**config.mk**
```make
export PLATFORM = sky130hd
export DESIGN_NAME = iir_deemph
export DESIGN_NICKNAME = d
export VERILOG_FILES = /design/src/rtl/quant_pkg.sv /design/src/rtl/iir_deemph.sv
export SDC_FILE = /design/constraint.sdc
export NUM_CORES = 2
export LEC_CHECK = 0
export ABC_CLOCK_PERIOD_IN_PS = 7000
export BUFFER_PORTS_ARGS = -buffer_cell sky130_fd_sc_hd__clkbuf_2
export CAP_MARGIN = 30
export CELL_PAD_IN_SITES_DETAIL_PLACEMENT = 1
export CELL_PAD_IN_SITES_GLOBAL_PLACEMENT = 1
export CORE_MARGIN = 2
export CORE_UTILIZATION = 52
export CTS_CLUSTER_DIAMETER = 30
export DETAILED_ROUTE_END_ITERATION = 10
export GPL_ROUTABILITY_DRIVEN = 0
export HOLD_SLACK_MARGIN = 0.03
export PLACE_DENSITY_LB_ADDON = 0.1
export SETUP_SLACK_MARGIN = 0.3
export SLEW_MARGIN = 20
export SYNTH_ARGS = -nofsm -noshare
export SYNTH_HDL_FRONTEND = slang
export SYNTH_SLANG_ARGS = --single-unit
```
**constraint.sdc**
```tcl
create_clock -name clock -period 7 [get_ports clock]
set_input_delay 0 -clock clock [delete_from_list [all_inputs] [get_ports clock]]
set_output_delay 0 -clock clock [all_outputs]
set_load 0.1 [all_outputs]
```
**src/rtl/quant_pkg.sv**
```systemverilog
// Shared fixed-point quantization helpers and the de-emphasis filter's
// default coefficients and controller state encoding.
package quant_pkg;

  localparam int BITS = 10;

  // Working width of the dequantization helper; wide enough for any
  // full-precision product of two samples up to 64 bits each.
  localparam int QW = 128;

  localparam int DEF_B0 = 178;
  localparam int DEF_B1 = 178;
  localparam int DEF_A1 = -666;

  typedef enum logic [1:0] {
    S_IDLE,
    S_MULT,
    S_ACC,
    S_WRITE
  } deemph_state_e;

  function automatic logic signed [QW-1:0] QUANTIZE(
    input logic signed [QW-1:0] value,
    input int                   bits
  );
    return value <<< bits;
  endfunction

  // Divide by 2^bits rounding toward zero, so small negative values
  // collapse to 0 instead of leaking a -1 into the feedback path.
  function automatic logic signed [QW-1:0] DEQUANTIZE(
    input logic signed [QW-1:0] product,
    input int                   bits
  );
    logic signed [QW-1:0] bias;
    bias = (QW'(1) <<< bits) - QW'(1);
    if (product < 0)
      return (product + bias) >>> bits;
    else
      return product >>> bits;
  endfunction

endpackage

```
**src/rtl/iir_deemph.sv**
```systemverilog
// First-order IIR de-emphasis filter between two FIFOs:
// y[n] = DEQ(B0*x[n]) + DEQ(B1*x[n-1]) - DEQ(A1*y[n-1]), one sample per 4 cycles.
module iir_deemph
  import quant_pkg::*;
#(
  parameter int DATA_WIDTH = 32,
  parameter int BITS       = quant_pkg::BITS,
  parameter int B0         = DEF_B0,
  parameter int B1         = DEF_B1,
  parameter int A1         = DEF_A1
) (
  input  logic                  clock,
  input  logic                  reset,
  output logic                  in_rd_en,
  input  logic                  in_empty,
  input  logic [DATA_WIDTH-1:0] in_dout,
  output logic                  out_wr_en,
  input  logic                  out_full,
  output logic [DATA_WIDTH-1:0] out_din
);

  localparam int PW = 2 * DATA_WIDTH;

  localparam logic signed [PW-1:0] C_B0 = PW'(B0);
  localparam logic signed [PW-1:0] C_B1 = PW'(B1);
  localparam logic signed [PW-1:0] C_A1 = PW'(A1);

  deemph_state_e r_state;

  logic signed [DATA_WIDTH-1:0] r_xReg;
  logic signed [DATA_WIDTH-1:0] r_xPrev;
  logic signed [DATA_WIDTH-1:0] r_yPrev;
  logic signed [DATA_WIDTH-1:0] r_yReg;
  logic signed [PW-1:0]         r_prodB0;
  logic signed [PW-1:0]         r_prodB1;
  logic signed [PW-1:0]         r_prodA1;

  logic signed [PW-1:0]         w_xExt;
  logic signed [PW-1:0]         w_xPrevExt;
  logic signed [PW-1:0]         w_yPrevExt;
  logic signed [DATA_WIDTH-1:0] w_sum;

  assign w_xExt     = PW'(r_xReg);
  assign w_xPrevExt = PW'(r_xPrev);
  assign w_yPrevExt = PW'(r_yPrev);

  // Each term is dequantized on its own before summing; the sum then wraps.
  assign w_sum = DATA_WIDTH'(DEQUANTIZE(QW'(r_prodB0), BITS))
               + DATA_WIDTH'(DEQUANTIZE(QW'(r_prodB1), BITS))
               - DATA_WIDTH'(DEQUANTIZE(QW'(r_prodA1), BITS));

  // Handshakes are gated by reset so neither FIFO is touched while it is held.
  assign in_rd_en  = !reset && (r_state == S_IDLE)  && !in_empty;
  assign out_wr_en = !reset && (r_state == S_WRITE) && !out_full;
  assign out_din   = r_yReg;

  always_ff @(posedge clock or posedge reset) begin
    if (reset) begin
      r_state  <= S_IDLE;
      r_xReg   <= '0;
      r_xPrev  <= '0;
      r_yPrev  <= '0;
      r_yReg   <= '0;
      r_prodB0 <= '0;
      r_prodB1 <= '0;
      r_prodA1 <= '0;
    end else begin
      case (r_state)
        S_IDLE: begin
          if (!in_empty) begin
            r_xReg  <= $signed(in_dout);
            r_state <= S_MULT;
          end
        end
        S_MULT: begin
          r_prodB0 <= w_xExt * C_B0;
          r_prodB1 <= w_xPrevExt * C_B1;
          r_prodA1 <= w_yPrevExt * C_A1;
          r_state  <= S_ACC;
        end
        S_ACC: begin
          r_yReg  <= w_sum;
          r_xPrev <= r_xReg;
          r_yPrev <= w_sum;
          r_state <= S_WRITE;
        end
        S_WRITE: begin
          if (!out_full)
            r_state <= S_IDLE;
        end
        default: r_state <= S_IDLE;
      endcase
    end
  end

endmodule

```
==> impl_metrics.env <==
export IMPL_fin_crit_sh_pct=87.8
export IMPL_clk_pin_slew_worst_paths_ps=40
export IMPL_fin_util_pct=60.0
export IMPL_cts_resized=0
export IMPL_grt_pass1_wl_um=125000
export IMPL_via_per_inst=5.54
export IMPL_htree_levels=3
export IMPL_slowest_delay_ps=730
export IMPL_drtAntennaViolNets=0
export IMPL_track_usage_pct=28.0
export IMPL_end_kind="flop"
export IMPL_ys_flop_type="dfrtp_1"
export IMPL_wl_um=75000
export IMPL_vias=20800
export IMPL_r2r_end="r_prodA1[41]"
export IMPL_cts_buffers=70
export IMPL_dp_hpwl_um=58200
export IMPL_cts_root_buffer="clkbuf_16"
export IMPL_nFillCells=5873
export IMPL_dr_pass1_iters=4
export IMPL_start_util_pct=52.4
export IMPL_cts_setup_buffers=0
export IMPL_wl_per_cell_um=20.0
export IMPL_io_pin_count=70
export IMPL_synth_seq_cells=220
export IMPL_diodes=0
export IMPL_ys_async_sr_fraction_pct=100
export IMPL_clock_path_buffers=3
export IMPL_die_x_um=237
export IMPL_clock_sinks=220
export IMPL_first_global_vias=23700
export IMPL_finalHoldViolCount=0
export IMPL_final_common_cell="inv_1"
export IMPL_clkLatencyLatePin_ps=590
export IMPL_grt_ovfl_total=0
export IMPL_port_buffers=69
export IMPL_layout_nets=3795
export IMPL_critPathMostFrequentCell="fa_1"
export IMPL_timing_fmax_mhz=163
export IMPL_worst_slew_pin_slew_ps=786
export IMPL_ff2ff_path_depth=18
export IMPL_cts_tree="done"
export IMPL_synth_seq_area_share_pct=19.6
export IMPL_rsz0062_at_grt="false"
export IMPL_r2r_slack_ps=860
export IMPL_drc=0
export IMPL_fin_skew_ps=23.5
export IMPL_die_y_um=237
export IMPL_core_rowCount=85
export IMPL_die_area_um2=56000
export IMPL_setup_viol=0
export IMPL_synthToLayoutAreaGrowth_pct=14.5
export IMPL_crit_slowest_cell="a2111oi_0"
export IMPL_yosys_warnings=0
export IMPL_cp_start_kind="flop"
export IMPL_drive_gt1_share_pct=12.8
export IMPL_maxSlewHeadroom_pct=46.2
export IMPL_multi_input_area_um2=20200
export IMPL_core_um2=53700
export IMPL_syn_inst=2860
export IMPL_syn_num_nets=3650
export IMPL_setup_tns_ps=0
export IMPL_path_cells="inv_1 > ha_1 > fa_1 > fa_1 > inv_1 > fa_1 > fa_1 > inv_1 > ha_1 > a21oi_1 > o21ai_1 > a21o_1 > a2111oi_0 > o21ai_0 > a21o_2 > a21oi_1 > xnor2_1 > mux2_2"
export IMPL_path_class="reg -> reg"
export IMPL_r2r_start="out_din[22]"
export IMPL_synthDistinctLibCells=88
export IMPL_status="completed"
export IMPL_required_ps=7460
export IMPL_cp_max_fo=7
export IMPL_avgSynthCellArea_um2=9.84
export IMPL_hold_class="in -> async"
export IMPL_grt_max_degree=83
export IMPL_synth_area_um2=28100
export IMPL_layout_common_cells="inv_1, ha_1, fa_1, dfrtp_1, mux2_2"
export IMPL_cap_violations=0
export IMPL_crit_family="adder cells"
export IMPL_synth_edff_count=0
export IMPL_antenna_found_initial=0
export IMPL_critPathBufInv=3
export IMPL_regArea_um2=5510
export IMPL_initialDrtViolationCount=709
export IMPL_slew_violations=0
export IMPL_timing_final_crit_period_ps=6140
export IMPL_arrival_ps=6600
## worst max-delay path by stage
stage | endpoint | cells after the start | start | slack (ps)
final | r_prodA1[41] | 18 | out_din[22] | 860
after global routing | r_prodA1[41] | 18 | out_din[22] | 580
after CTS | r_prodA1[41] | 18 | out_din[22] | 850
after detailed placement | r_prodA1[41] | 18 | out_din[22] | 920
after global placement | r_prodA1[41] | 18 | out_din[22] | 1060
after floorplan | out_din[0] | 1 | reset | 970
## Yosys cell counts (6+ instances only)
cell type	instances	share of area [%]
nand3_1	57	1.0
fa_1	277	20
clkbuf_1	30	0.40
nor2_1	94	1.3
and3_1	24	0.53
o21ai_0	75	1.3
o21a_1	15	0.40
nand2_1	133	1.8
xnor2_1	130	4.0
nor4_1	8	0.18
and2_1	16	0.36
o211ai_1	13	0.35
inv_1	601	8.0
mux2_2	152	6.1
xor2_1	81	2.5
o21bai_1	20	0.53
nor3_1	16	0.28
ha_1	477	21
o21ai_1	16	0.28
a21o_1	65	1.7
a21oi_1	122	2.2
a31oi_1	16	0.36
mux2i_1	9	0.32
a211oi_1	17	0.45
nor2b_1	10	0.22
o31ai_1	6	0.16
nand2b_1	9	0.20
and4_1	7	0.22
buf_1	11	0.15
dfrtp_1	220	20
nand4_1	31	0.69
## what timing repair did
item                       4_1_cts  5_1_grt
hold buffers                    35        0
setup endpoints to repair        0        0
hold endpoints to repair       113        0
## state kept, by name (all words and copies together), names as in the netlist
name,count
out_din,32
r_prodA1,42
r_prodB0,40
r_prodB1,40
r_state,2
r_xPrev,32
r_xReg,32
## stage by stage
step	hold slack [ps]	instance area, um2	std cells	setup WS, ps
2_1_floorplan	117	28100	2860	967
3_3_place_gp	116	29300	3591	1060
3_5_place_dp	127	29300	3592	916
4_1_cts	50.2	32200	3751	846
5_1_grt	111	32200	3753	579
6_report	49.7	32200	3753	857
## worst register-to-register path: cells and delay by family (launching register included)
| kind | cells | cell delay [ps] |
|---|---|---|
| buffers and inverters | 3 | 220 |
| DFF | 1 | 550 |
| xor gates and xnor gates | 1 | 120 |
| adders and majority gates | 6 | 2850 |
| muxes | 1 | 270 |
| AOI/OAI and AO/OA | 7 | 2020 |
## cell families after synthesis
logic type,after synthesis,synth area share (%)
AO/OA/AOI/OAI,443,10.6
XOR/XNOR,211,6.57
adder cells (fa/ha/maj),754,40.9
buffers and inverters,645,8.61
flip-flops,220,19.6
multiplexers,161,6.40
AND/OR/NAND/NOR,426,7.30
## final cells by class
class,count,area share (%)
multi-input cells,1995,62.8
flip-flops and latches,220,17.1
repair buffers,116,2.58
well taps,696,2.70
clock buffers,97,6.47
inverters,602,7.04
clock inverters,27,1.29
## per-layer routing
| metal | GRT usage, % | wire, um | vias up |
|---|---|---|---|
| met5 | 0 | 0 | - |
| met4 | 9.61 | 2090 | 0 |
| met3 | 3.28 | 2000 | 122 |
| met2 | 49.6 | 37900 | 260 |
| met1 | 35.4 | 33000 | 10600 |
| li1 | - | - | 9809 |
Power is not shown: default switching activity piles up to over one toggle a cycle in this logic, so the estimate is an artifact.
